File: config.mk
export PLATFORM = sky130hd
export DESIGN_NAME = rob_param_flat
export DESIGN_NICKNAME = d
export VERILOG_FILES = /design/src/rtl/rob_param_if.sv /design/src/rtl/rob_param.sv /design/src/flat_wrapper.sv
export SDC_FILE = /design/constraint.sdc
export NUM_CORES = 2
export LEC_CHECK = 0
export ABC_AREA = 0
export BUFFER_PORTS_ARGS = -buffer_cell sky130_fd_sc_hd__buf_2
export CAP_MARGIN = 30
export CORE_MARGIN = 10
export CORE_UTILIZATION = 40
export CTS_BUF_LIST = sky130_fd_sc_hd__clkbuf_2
export CTS_CLUSTER_SIZE = 12
export DETAILED_ROUTE_END_ITERATION = 16
export HOLD_SLACK_MARGIN = 0.15
export PLACE_DENSITY_LB_ADDON = 0.15
export SYNTH_ARGS = -nofsm -noshare
export SYNTH_HDL_FRONTEND = slang
export SYNTH_SLANG_ARGS = --single-unit
export TNS_END_PERCENT = 1
File: constraint.sdc
create_clock -name i_clk -period 9.5 [get_ports i_clk]
set_input_delay 1.425 -clock i_clk [delete_from_list [all_inputs] [get_ports i_clk]]
set_output_delay 1.425 -clock i_clk [all_outputs]
set_load 0.03 [all_outputs]
File: src/rtl/rob_param_if.sv
// Reorder buffer bus: decode allocation, two writeback channels, commit/flush outputs.
// Optional q0/q1 rename lookup ports exist only when ROB_OPERAND_FWD_EN is defined.
interface rob_param_if #(
  parameter int DEPTH_LOG2 = 4,
  parameter int XLEN       = 32,
  parameter int RD_W       = 5
);
  logic                  alloc_valid;
  logic                  alloc_ready;
  logic [DEPTH_LOG2-1:0] alloc_tag;
  logic [RD_W-1:0]       alloc_rd;
  logic [XLEN-1:0]       alloc_pc;
  logic [XLEN-1:0]       alloc_pred_npc;
  logic                  alloc_is_store;
  logic                  alloc_is_branch;

  logic                  wb0_valid;
  logic [DEPTH_LOG2-1:0] wb0_tag;
  logic [XLEN-1:0]       wb0_data;
  logic [XLEN-1:0]       wb0_npc;
  logic                  wb1_valid;
  logic [DEPTH_LOG2-1:0] wb1_tag;
  logic [XLEN-1:0]       wb1_data;

  logic                  commit_valid;
  logic [DEPTH_LOG2-1:0] commit_tag;
  logic [RD_W-1:0]       commit_rd;
  logic [XLEN-1:0]       commit_data;
  logic                  commit_is_store;
  logic                  flush_valid;
  logic [XLEN-1:0]       flush_pc;
  logic [DEPTH_LOG2:0]   count;

`ifdef ROB_OPERAND_FWD_EN
  logic [DEPTH_LOG2-1:0] q0_tag;
  logic [DEPTH_LOG2-1:0] q1_tag;
  logic                  q0_ready;
  logic                  q1_ready;
  logic [XLEN-1:0]       q0_data;
  logic [XLEN-1:0]       q1_data;
`endif

  modport master (
    output alloc_valid, alloc_rd, alloc_pc, alloc_pred_npc, alloc_is_store, alloc_is_branch,
    output wb0_valid, wb0_tag, wb0_data, wb0_npc, wb1_valid, wb1_tag, wb1_data,
    input  alloc_ready, alloc_tag, commit_valid, commit_tag, commit_rd, commit_data,
    input  commit_is_store, flush_valid, flush_pc, count
`ifdef ROB_OPERAND_FWD_EN
    , output q0_tag, q1_tag
    , input  q0_ready, q1_ready, q0_data, q1_data
`endif
  );

  modport slave (
    input  alloc_valid, alloc_rd, alloc_pc, alloc_pred_npc, alloc_is_store, alloc_is_branch,
    input  wb0_valid, wb0_tag, wb0_data, wb0_npc, wb1_valid, wb1_tag, wb1_data,
    output alloc_ready, alloc_tag, commit_valid, commit_tag, commit_rd, commit_data,
    output commit_is_store, flush_valid, flush_pc, count
`ifdef ROB_OPERAND_FWD_EN
    , input  q0_tag, q1_tag
    , output q0_ready, q1_ready, q0_data, q1_data
`endif
  );
endinterface

File: src/rtl/rob_param.sv
// In-order-commit reorder buffer with two writeback channels and commit-time mispredict flush.
// Macro ROB_OPERAND_FWD_EN adds combinational q0/q1 operand lookup ports for rename.
module rob_param #(
  parameter int DEPTH_LOG2 = 4,
  parameter int XLEN       = 32,
  parameter int RD_W       = 5
) (
  input logic      i_clk,
  input logic      i_rst,
  rob_param_if.slave bus
);
  localparam int DEPTH = 1 << DEPTH_LOG2;
  localparam logic [DEPTH_LOG2:0]   CNT_FULL = (DEPTH_LOG2+1)'(DEPTH);
  localparam logic [DEPTH_LOG2:0]   CNT_ONE  = (DEPTH_LOG2+1)'(1);
  localparam logic [DEPTH_LOG2-1:0] PTR_ONE  = DEPTH_LOG2'(1);

  logic [DEPTH-1:0]      r_busy, r_done, r_is_store, r_is_branch;
  logic [RD_W-1:0]       r_rd       [DEPTH];
  logic [XLEN-1:0]       r_pred_npc [DEPTH];
  logic [XLEN-1:0]       r_act_npc  [DEPTH];
  logic [XLEN-1:0]       r_data     [DEPTH];
  logic [DEPTH_LOG2-1:0] r_head, r_tail;
  logic [DEPTH_LOG2:0]   r_count;

  logic                  r_commit_valid, r_commit_is_store, r_flush_valid;
  logic [DEPTH_LOG2-1:0] r_commit_tag;
  logic [RD_W-1:0]       r_commit_rd;
  logic [XLEN-1:0]       r_commit_data, r_flush_pc;

  logic w_alloc_ready, w_alloc_fire, w_commit, w_mispredict, w_wb0_hit, w_wb1_hit;

  // The flush pulse itself blocks allocation, giving decode a one-cycle bubble.
  assign w_alloc_ready = (r_count != CNT_FULL) && !r_flush_valid;
  assign w_alloc_fire  = bus.alloc_valid && w_alloc_ready;
  assign w_commit      = r_busy[r_head] && r_done[r_head];
  assign w_mispredict  = w_commit && r_is_branch[r_head] &&
                         (r_act_npc[r_head] != r_pred_npc[r_head]);
  assign w_wb0_hit     = bus.wb0_valid && r_busy[bus.wb0_tag];
  assign w_wb1_hit     = bus.wb1_valid && r_busy[bus.wb1_tag];

  always_ff @(posedge i_clk) begin
    if (i_rst) begin
      r_busy            <= '0;
      r_done            <= '0;
      r_head            <= '0;
      r_tail            <= '0;
      r_count           <= '0;
      r_commit_valid    <= 1'b0;
      r_commit_tag      <= '0;
      r_commit_rd       <= '0;
      r_commit_data     <= '0;
      r_commit_is_store <= 1'b0;
      r_flush_valid     <= 1'b0;
      r_flush_pc        <= '0;
    end else begin
      r_commit_valid <= w_commit;
      r_flush_valid  <= w_mispredict;
      if (w_commit) begin
        r_commit_tag      <= r_head;
        r_commit_rd       <= r_rd[r_head];
        r_commit_data     <= r_data[r_head];
        r_commit_is_store <= r_is_store[r_head];
      end
      if (w_mispredict) begin
        r_flush_pc <= r_act_npc[r_head];
        r_busy     <= '0;
        r_done     <= '0;
        r_head     <= '0;
        r_tail     <= '0;
        r_count    <= '0;
      end else begin
        if (w_alloc_fire) begin
          r_busy[r_tail]      <= 1'b1;
          r_done[r_tail]      <= 1'b0;
          r_rd[r_tail]        <= bus.alloc_rd;
          r_pred_npc[r_tail]  <= bus.alloc_pred_npc;
          r_is_store[r_tail]  <= bus.alloc_is_store;
          r_is_branch[r_tail] <= bus.alloc_is_branch;
          r_tail              <= r_tail + PTR_ONE;
        end
        // wb0 is applied last so it overrides wb1 on a shared tag.
        if (w_wb1_hit) begin
          r_done[bus.wb1_tag] <= 1'b1;
          r_data[bus.wb1_tag] <= bus.wb1_data;
        end
        if (w_wb0_hit) begin
          r_done[bus.wb0_tag]    <= 1'b1;
          r_data[bus.wb0_tag]    <= bus.wb0_data;
          r_act_npc[bus.wb0_tag] <= bus.wb0_npc;
        end
        if (w_commit) begin
          r_busy[r_head] <= 1'b0;
          r_head         <= r_head + PTR_ONE;
        end
        case ({w_alloc_fire, w_commit})
          2'b10:   r_count <= r_count + CNT_ONE;
          2'b01:   r_count <= r_count - CNT_ONE;
          default: r_count <= r_count;
        endcase
      end
    end
  end

  assign bus.alloc_ready     = w_alloc_ready;
  assign bus.alloc_tag       = r_tail;
  assign bus.commit_valid    = r_commit_valid;
  assign bus.commit_tag      = r_commit_tag;
  assign bus.commit_rd       = r_commit_rd;
  assign bus.commit_data     = r_commit_data;
  assign bus.commit_is_store = r_commit_is_store;
  assign bus.flush_valid     = r_flush_valid;
  assign bus.flush_pc        = r_flush_pc;
  assign bus.count           = r_count;

`ifdef ROB_OPERAND_FWD_EN
  logic w_q0_wb0, w_q0_wb1, w_q1_wb0, w_q1_wb1;
  assign w_q0_wb0 = w_wb0_hit && (bus.wb0_tag == bus.q0_tag);
  assign w_q0_wb1 = w_wb1_hit && (bus.wb1_tag == bus.q0_tag);
  assign w_q1_wb0 = w_wb0_hit && (bus.wb0_tag == bus.q1_tag);
  assign w_q1_wb1 = w_wb1_hit && (bus.wb1_tag == bus.q1_tag);

  assign bus.q0_ready = w_q0_wb0 || w_q0_wb1 || (r_busy[bus.q0_tag] && r_done[bus.q0_tag]);
  assign bus.q1_ready = w_q1_wb0 || w_q1_wb1 || (r_busy[bus.q1_tag] && r_done[bus.q1_tag]);
  assign bus.q0_data  = w_q0_wb0 ? bus.wb0_data :
                        w_q0_wb1 ? bus.wb1_data : r_data[bus.q0_tag];
  assign bus.q1_data  = w_q1_wb0 ? bus.wb0_data :
                        w_q1_wb1 ? bus.wb1_data : r_data[bus.q1_tag];
`endif
endmodule
File: src/flat_wrapper.sv
// flat-port wrapper written by rule: the top's interface ports become plain ports
module rob_param_flat 
#(
  parameter int DEPTH_LOG2 = 4,
  parameter int XLEN       = 32,
  parameter int RD_W       = 5
)
  (i_clk, i_rst, bus_alloc_valid, bus_alloc_rd, bus_alloc_pc, bus_alloc_pred_npc, bus_alloc_is_store, bus_alloc_is_branch, bus_wb0_valid, bus_wb0_tag, bus_wb0_data, bus_wb0_npc, bus_wb1_valid, bus_wb1_tag, bus_wb1_data, bus_alloc_ready, bus_alloc_tag, bus_commit_valid, bus_commit_tag, bus_commit_rd, bus_commit_data, bus_commit_is_store, bus_flush_valid, bus_flush_pc, bus_count);
  rob_param_if #(.DEPTH_LOG2(DEPTH_LOG2), .XLEN(XLEN), .RD_W(RD_W)) bus_i ();
  input logic i_clk;
  input logic i_rst;
  input wire logic [$bits(bus_i.alloc_valid)-1:0] bus_alloc_valid;
  input wire logic [$bits(bus_i.alloc_rd)-1:0] bus_alloc_rd;
  input wire logic [$bits(bus_i.alloc_pc)-1:0] bus_alloc_pc;
  input wire logic [$bits(bus_i.alloc_pred_npc)-1:0] bus_alloc_pred_npc;
  input wire logic [$bits(bus_i.alloc_is_store)-1:0] bus_alloc_is_store;
  input wire logic [$bits(bus_i.alloc_is_branch)-1:0] bus_alloc_is_branch;
  input wire logic [$bits(bus_i.wb0_valid)-1:0] bus_wb0_valid;
  input wire logic [$bits(bus_i.wb0_tag)-1:0] bus_wb0_tag;
  input wire logic [$bits(bus_i.wb0_data)-1:0] bus_wb0_data;
  input wire logic [$bits(bus_i.wb0_npc)-1:0] bus_wb0_npc;
  input wire logic [$bits(bus_i.wb1_valid)-1:0] bus_wb1_valid;
  input wire logic [$bits(bus_i.wb1_tag)-1:0] bus_wb1_tag;
  input wire logic [$bits(bus_i.wb1_data)-1:0] bus_wb1_data;
  output wire logic [$bits(bus_i.alloc_ready)-1:0] bus_alloc_ready;
  output wire logic [$bits(bus_i.alloc_tag)-1:0] bus_alloc_tag;
  output wire logic [$bits(bus_i.commit_valid)-1:0] bus_commit_valid;
  output wire logic [$bits(bus_i.commit_tag)-1:0] bus_commit_tag;
  output wire logic [$bits(bus_i.commit_rd)-1:0] bus_commit_rd;
  output wire logic [$bits(bus_i.commit_data)-1:0] bus_commit_data;
  output wire logic [$bits(bus_i.commit_is_store)-1:0] bus_commit_is_store;
  output wire logic [$bits(bus_i.flush_valid)-1:0] bus_flush_valid;
  output wire logic [$bits(bus_i.flush_pc)-1:0] bus_flush_pc;
  output wire logic [$bits(bus_i.count)-1:0] bus_count;
  assign bus_i.alloc_valid = bus_alloc_valid;
  assign bus_i.alloc_rd = bus_alloc_rd;
  assign bus_i.alloc_pc = bus_alloc_pc;
  assign bus_i.alloc_pred_npc = bus_alloc_pred_npc;
  assign bus_i.alloc_is_store = bus_alloc_is_store;
  assign bus_i.alloc_is_branch = bus_alloc_is_branch;
  assign bus_i.wb0_valid = bus_wb0_valid;
  assign bus_i.wb0_tag = bus_wb0_tag;
  assign bus_i.wb0_data = bus_wb0_data;
  assign bus_i.wb0_npc = bus_wb0_npc;
  assign bus_i.wb1_valid = bus_wb1_valid;
  assign bus_i.wb1_tag = bus_wb1_tag;
  assign bus_i.wb1_data = bus_wb1_data;
  assign bus_alloc_ready = bus_i.alloc_ready;
  assign bus_alloc_tag = bus_i.alloc_tag;
  assign bus_commit_valid = bus_i.commit_valid;
  assign bus_commit_tag = bus_i.commit_tag;
  assign bus_commit_rd = bus_i.commit_rd;
  assign bus_commit_data = bus_i.commit_data;
  assign bus_commit_is_store = bus_i.commit_is_store;
  assign bus_flush_valid = bus_i.flush_valid;
  assign bus_flush_pc = bus_i.flush_pc;
  assign bus_count = bus_i.count;
  rob_param #(.DEPTH_LOG2(DEPTH_LOG2), .XLEN(XLEN), .RD_W(RD_W)) u_core (.i_clk(i_clk), .i_rst(i_rst), .bus(bus_i));
endmodule
# Word level (Yosys, flattened, before mapping)
# Memory sizes are Yosys's and may differ from the RTL's. A register that Yosys moved wholly into a read port is not among the register bits.
# Index checks and enable logic that the tools add are counted.
[totals]
ram_bits = 1616
n_memories = 4
word_cells = 106
regBits = 116
[mem_list]
columns = ["name", "depth", "width", "rd", "rd_ports_with_merged_regs", "write_ports", "line", "text"]
rows = [
  ["u_core.r_act_npc", 16, 32, 1, 1, 1, "rob_param.sv:20", "logic [XLEN-1:0] r_act_npc [DEPTH];"],
  ["u_core.r_data", 16, 32, 1, 1, 2, "rob_param.sv:21", "logic [XLEN-1:0] r_data [DEPTH];"],
  ["u_core.r_pred_npc", 16, 32, 1, 1, 1, "rob_param.sv:19", "logic [XLEN-1:0] r_pred_npc [DEPTH];"],
  ["u_core.r_rd", 16, 5, 1, 1, 1, "rob_param.sv:18", "logic [RD_W-1:0] r_rd [DEPTH];"],
]
[classes]
n_bitwise = 9
n_mux = 50
add_sub_neg = 4
n_lt_le_gt_ge = 8
reduce_logical = 15
eq_ne = 4
[op_table]
columns = ["cell", "count"]
rows = [
  ["16-bit 2-to-1 mux", 11],
  ["16-bit bitwise OR", 3],
  ["16-bit AND", 2],
  ["16-bit bitwise mux", 2],
  ["32-bit != test", 1],
  ["16-bit NOT", 2],
  ["1-bit binary-select mux with 4-bit select", 6],
  ["1-bit 2-to-1 mux", 22],
  ["4-bit by 5-bit less-than comparator with 1-bit output, second input constant", 4],
  ["1-bit demux with 4-bit select", 4],
  ["4-bit by 1-bit >= comparator with 1-bit output, second input constant", 4],
  ["4-bit 2-to-1 mux", 4],
  ["1-bit logical AND", 11],
  ["5-bit case mux with 2 select lines", 1],
  ["4-bit by 1-bit adder with 4-bit output, second input constant", 2],
  ["5-bit by 1-bit adder with 5-bit output, second input constant", 1],
  ["5-bit != test, second input constant", 1],
  ["5-bit by 1-bit subtractor with 5-bit output, second input constant", 1],
  ["3-bit AND reduction", 1],
  ["2-bit by 1-bit == test with 1-bit output, second input constant", 1],
  ["2-bit == test, second input constant", 1],
  ["1-bit NOT", 2],
  ["2-bit nonzero test", 1],
  ["2-bit OR reduction", 1],
  ["1-bit zero test", 1],
]

# Logic depth before layout (Yosys ltp)
[depth]
depth_word = 15
mapped_depth = 18

# Worst setup path after synthesis
# OpenSTA, ideal clock, no wires.
[synth_timing]
kind = "reg-to-reg"
from = "reg with a tool-made name"
to = "mem u_core.r_data[10][0], enable pin"
setup_ns = 0.470
n_path_buf = 6
setup_slack_ns = 3.430
period_less_slack_ns = 6.070
stages_incl_launch_ff = 15
arrival_time_ns = 5.600
cell_sequence = "dfxtp_1 clkbuf_1 buf_2 clkbuf_1 mux4_2 a221oi_1 xor2_1 nand2_1 a2111oi_0 nand4_1 o211ai_2 buf_6 buf_4 buf_2 a21boi_0"
[synth_rtl]
columns = ["element", "line"]
rows = [
  ["end: declaration", "rob_param.sv:21"],
]

==> results.md <==
- In this run, post-CTS hold repair placed 185 buffers.
- The post-CTS setup repair buffer count is 0.
- Clock skew on the completed layout was measured at 199 ps.
- The number of setup violations in the final report is 0.
- The signal on the critical path passes through buf_4 -> and2_1 -> buf_4 -> a221o_1 -> nor2_1 -> o21ai_0 -> xnor2_1 -> nor4_1 -> nand4_1 -> o211ai_4 -> and3_4 -> buf_4 -> mux2_2 -> dlygate4sd3_1.
- The count of final hold-check violations was 0.
- The synthesized netlist contains 61 unique library cells.
- The area of the core is 186000 µm².
- The critical path required time is 11120 ps.
- The tool flagged a number of max-cap violations equal to 0.
- Summed over all layers, the global routing overflow is 0.
- The clock sink count is 1773.
- The met2 layer wire length in the routed design is 112000 µm.
- The post-detailed-route via-to-cell ratio is 5.51.
- Before CTS, the worst setup slack after placement is 2030 ps.
- Once placement completed, the tool counted placed cells totaling 6375.
- Input and output buffers added on the ports amount to 233.
- The delay of the slowest cell on the worst path is 880 ps.
- The element type at the critical path end is a register.
- The type of the worst setup path is reg2reg.
- Detailed routing placed a total of 11100 µm of wire on met3.
- The setup total negative slack is 0 ps.
- At the pin with the least slew margin, the transition time is 1260 ps.
- The post-synthesis cell area is 74900 µm².
- The clock tree synthesis step divided the H-tree into 5 levels.
- Setup repair after global routing left no endpoint under its margin.
- Among all cell types in the netlist, the one instantiated most often is edfxtp_1.
- The I/O pin total is 266.
- The global router's overall resource usage is 0.210.
- The biggest area contributor in the post-synthesis netlist is edfxtp_1.
- The type of the tightest min-delay check is in2reg.
- Entering global routing, the biggest net connects 93 pins.
- The post-layout worst setup margin is 1610 ps.
- Summed over all cells, the static leakage comes to 28.3 nW.
- The minimum period implied by the final worst setup slack is 7890 ps.
- The post-detailed-routing wire length is 220000 µm.
- The number of max-slew violations in the final report is 0.
- The CTS root buffer is clkbuf_2.
- The most critical setup path has its endpoint at u_core.r_data[1][31]$_DFFE_PP_.
- After clock tree synthesis, the clock-pin slew on the worst setup and hold paths is 100 ps.
- The tightest hold path in the finished design has a slack of 462 ps.
- The number of synthesis warnings is 0.
- The leading register cell type out of synthesis is edfxtp_1.
- The sum of net half-perimeters after detailed placement is 123000 µm.
- The worst relative slew slack is 0.160.
- The maximum count of clock buffers along a single path is 4.
- The power per standard cell area is 166 nW/µm².
- The layout-stage area growth over the synthesis result is 13.6%.
- The number of design-rule violations left by the first detailed-router iteration is 3289.
- The final period utilization is 0.830.
- Setup slack on the worst reg-to-reg path comes out at 1610 ps.
- The core occupancy in the finished layout is 0.458.
- For this configuration, the core starts out at a cell density of 0.403.
- TritonCTS built the clock tree.
- The die width is 453 µm.
- Routability-driven placement finished with a final weighted congestion of 0.760.
- The number of cells on the critical path is 14.
- The largest individual stage delay along the critical path comes from the cell and2_1.
- Measured in cells, the most critical reg-to-reg path has a length of 14.
- The detailed-route via count is 40800.
- The number of enable-type register cells in the synthesized netlist is 1648.
- IR analysis of the VDD net gives a maximum drop of 0.125 mV.
- The floorplan has 158 rows.
- The synthesized netlist cell count is 3852.
- The share of the Yosys chip area taken by registers is 0.694.
- The mean area per synthesized cell is 19.5 µm².
- Sorting the synthesized cells by how often they occur yields 1648 x edfxtp_1, 419 x mux4_2, 259 x mux2_2.
- The worst setup path is launched from a register.
- The highest signal layer in the routed design is met5.
- The final layout contains 4747 nets.
- Clock tree synthesis inserted a total of 471 buffers.
- The share of synthesized flip-flops with an asynchronous set or reset is 0.
- The number of detailed-routing iterations run before antenna repair is 5.
- The data arrival time at the worst-slack endpoint is 9500 ps.
- Counting every net in the synthesized netlist gives 4045.
- The initial antenna violation count is 32.
- For the worst-skew pair, the clock arrives at the later sink with an insertion delay of 1930 ps.
- The top achievable clock speed is 127 MHz.
- The routed metal-1 wire length is 91500 µm.
- The total of cells resized after clock tree synthesis is 0.
- The cell occurring most often along the worst timing path is buf_4.
- The worst path buffer plus inverter count is 4.
- The fraction of final layout cells with drive strength greater than 1 is 0.382.
- Of all nets on the critical path, the largest fanout is 38.
- After detailed routing, the number of remaining DRC violations is 0.
- The remaining antenna violation count after routing is 0.
- On the critical path the largest part of the delay comes from simple AND/OR/NAND/NOR gates.
- The share of the synthesized area in the top cell type is 0.660.
- The first-pass GRT wire length is 313000 µm.
- The flow ran to the end, and the final reports show no timing, DRC or antenna violations.
- The floorplan step defined a die boundary enclosing 205000 µm².
- The number of global-route vias before repair is 43000.
- After the flow finishes, the layout carries non-filler instances totaling 7403.
- By area the synthesized netlist is led by edfxtp_1 66%, mux4_2 13%, mux2_2 3.9%.
- In the final routed layout, each cell accounts on average for 29.7 µm.
- In this run the critical register-to-register path is captured at u_core.r_data[1][31]$_DFFE_PP_.
- Synthesis inferred 1773 register bits.
- From bottom edge to top edge, the die measures 453 µm.
## layout by cell type (no fill, tap or decap), types with 13 or more instances in the layout
cell,Yosys,layout
buf_12,0,18
a21oi_1,22,22
o21bai_1,15,15
nand2_1,68,68
dlygate4sd3_1,0,185
mux2_1,219,219
dfxtp_1,125,118
clkinv_1,2,85
xnor2_1,15,15
buf_2,16,232
nor3_1,14,14
nor2_1,143,126
a221oi_1,65,65
buf_4,52,94
a22oi_1,40,40
nor2b_1,19,13
nor2_4,0,17
mux2_4,34,34
o21ai_0,36,36
mux2i_1,196,195
inv_1,22,22
diode_2,0,17
edfxtp_1,1648,1648
mux2_2,259,259
nand3_1,22,22
clkbuf_2,0,718
xor2_1,26,26
mux4_2,419,419
## final cells by class
class | count | area [µm²]
fill | 16400 | 101000
sequential | 1773 | 52000
multi-input combinational | 1744 | 21500
timing repair buffer | 539 | 4340
clock buffer | 718 | 3590
tap | 2480 | 3100
clock inverter | 107 | 454
inverter | 25 | 98.8
antenna | 17 | 42.5
## flip-flops by register name (all words and copies together) (netlist names), 4 cells and up, named ones only
| register | flops |
|---|---|
| u_core.r_act_npc | 512 |
| u_core.r_data | 512 |
| u_core.bus.commit_tag | 4 |
| u_core.bus.commit_rd | 5 |
| u_core.bus.alloc_tag | 4 |
| u_core.r_done | 16 |
| u_core.r_is_branch | 16 |
| u_core.bus.count | 5 |
| u_core.r_busy | 16 |
| u_core.bus.commit_data | 32 |
| u_core.r_is_store | 16 |
| u_core.r_head | 4 |
| u_core.r_rd | 80 |
| u_core.bus.flush_pc | 32 |
| u_core.r_pred_npc | 512 |
## logic make-up (layout without fill, tap and decap cells)
family / count (synthesis) / after routing / share of synthesized area
AO/OA/AOI/OAI: 242 / 242 / 0.0241
multiplexers: 1127 / 1127 / 0.231
XOR/XNOR: 41 / 41 / 0.00479
AND/OR/NAND/NOR: 321 / 321 / 0.0198
adder cells (fa/ha/maj): 13 / 13 / 0.00227
other: 0 / 17 / 0
buffers and inverters: 335 / 1389 / 0.0245
flip-flops: 1773 / 1773 / 0.694
## worst min path at each step
stage                                           from                                    end  slack, ps  cells past startpoint
4_1_cts                        bus_alloc_pred_npc[6]      u_core.r_pred_npc[1][6]$_DFFE_PP_        180                      2
5_1_grt                              bus_alloc_rd[2]            u_core.r_rd[9][2]$_DFFE_PP_        200                      2
3_3_place_gp   u_core.bus.commit_tag[2]$_SDFFE_PP0N_  u_core.bus.commit_tag[2]$_SDFFE_PP0N_        470                      2
2_1_floorplan            u_core.r_busy[2]$_SDFF_PP0_            u_core.r_busy[2]$_SDFF_PP0_        470                      2
6_report                             bus_alloc_rd[2]            u_core.r_rd[9][2]$_DFFE_PP_        460                      2
3_5_place_dp     u_core.bus.flush_pc[8]$_SDFFE_PP0P_    u_core.bus.flush_pc[8]$_SDFFE_PP0P_        470                      2
## per-layer routing
metal,global-route usage,vias to the layer above
met5,0,-
met3,0.0405,389
li1,-,17500
met4,0.0553,10
met2,0.363,1319
met1,0.271,21600
## report_power, final
group	switching [mW]	internal [mW]	total, mW
Combinational	0.263	0.183	0.446
Clock	3.15	2.02	5.17
Sequential	0.00874	8.53	8.54
## metrics by stage
stage / total power, mW / instance area (µm²)
CTS: 14.4 / 85100
detailed placement: 9.10 / 79200
finish: 14.2 / 85100
global route: 14.8 / 85100
global placement: 9.09 / 78900
floorplan: 8.91 / 74900
Power figures use the tool's default switching activity.
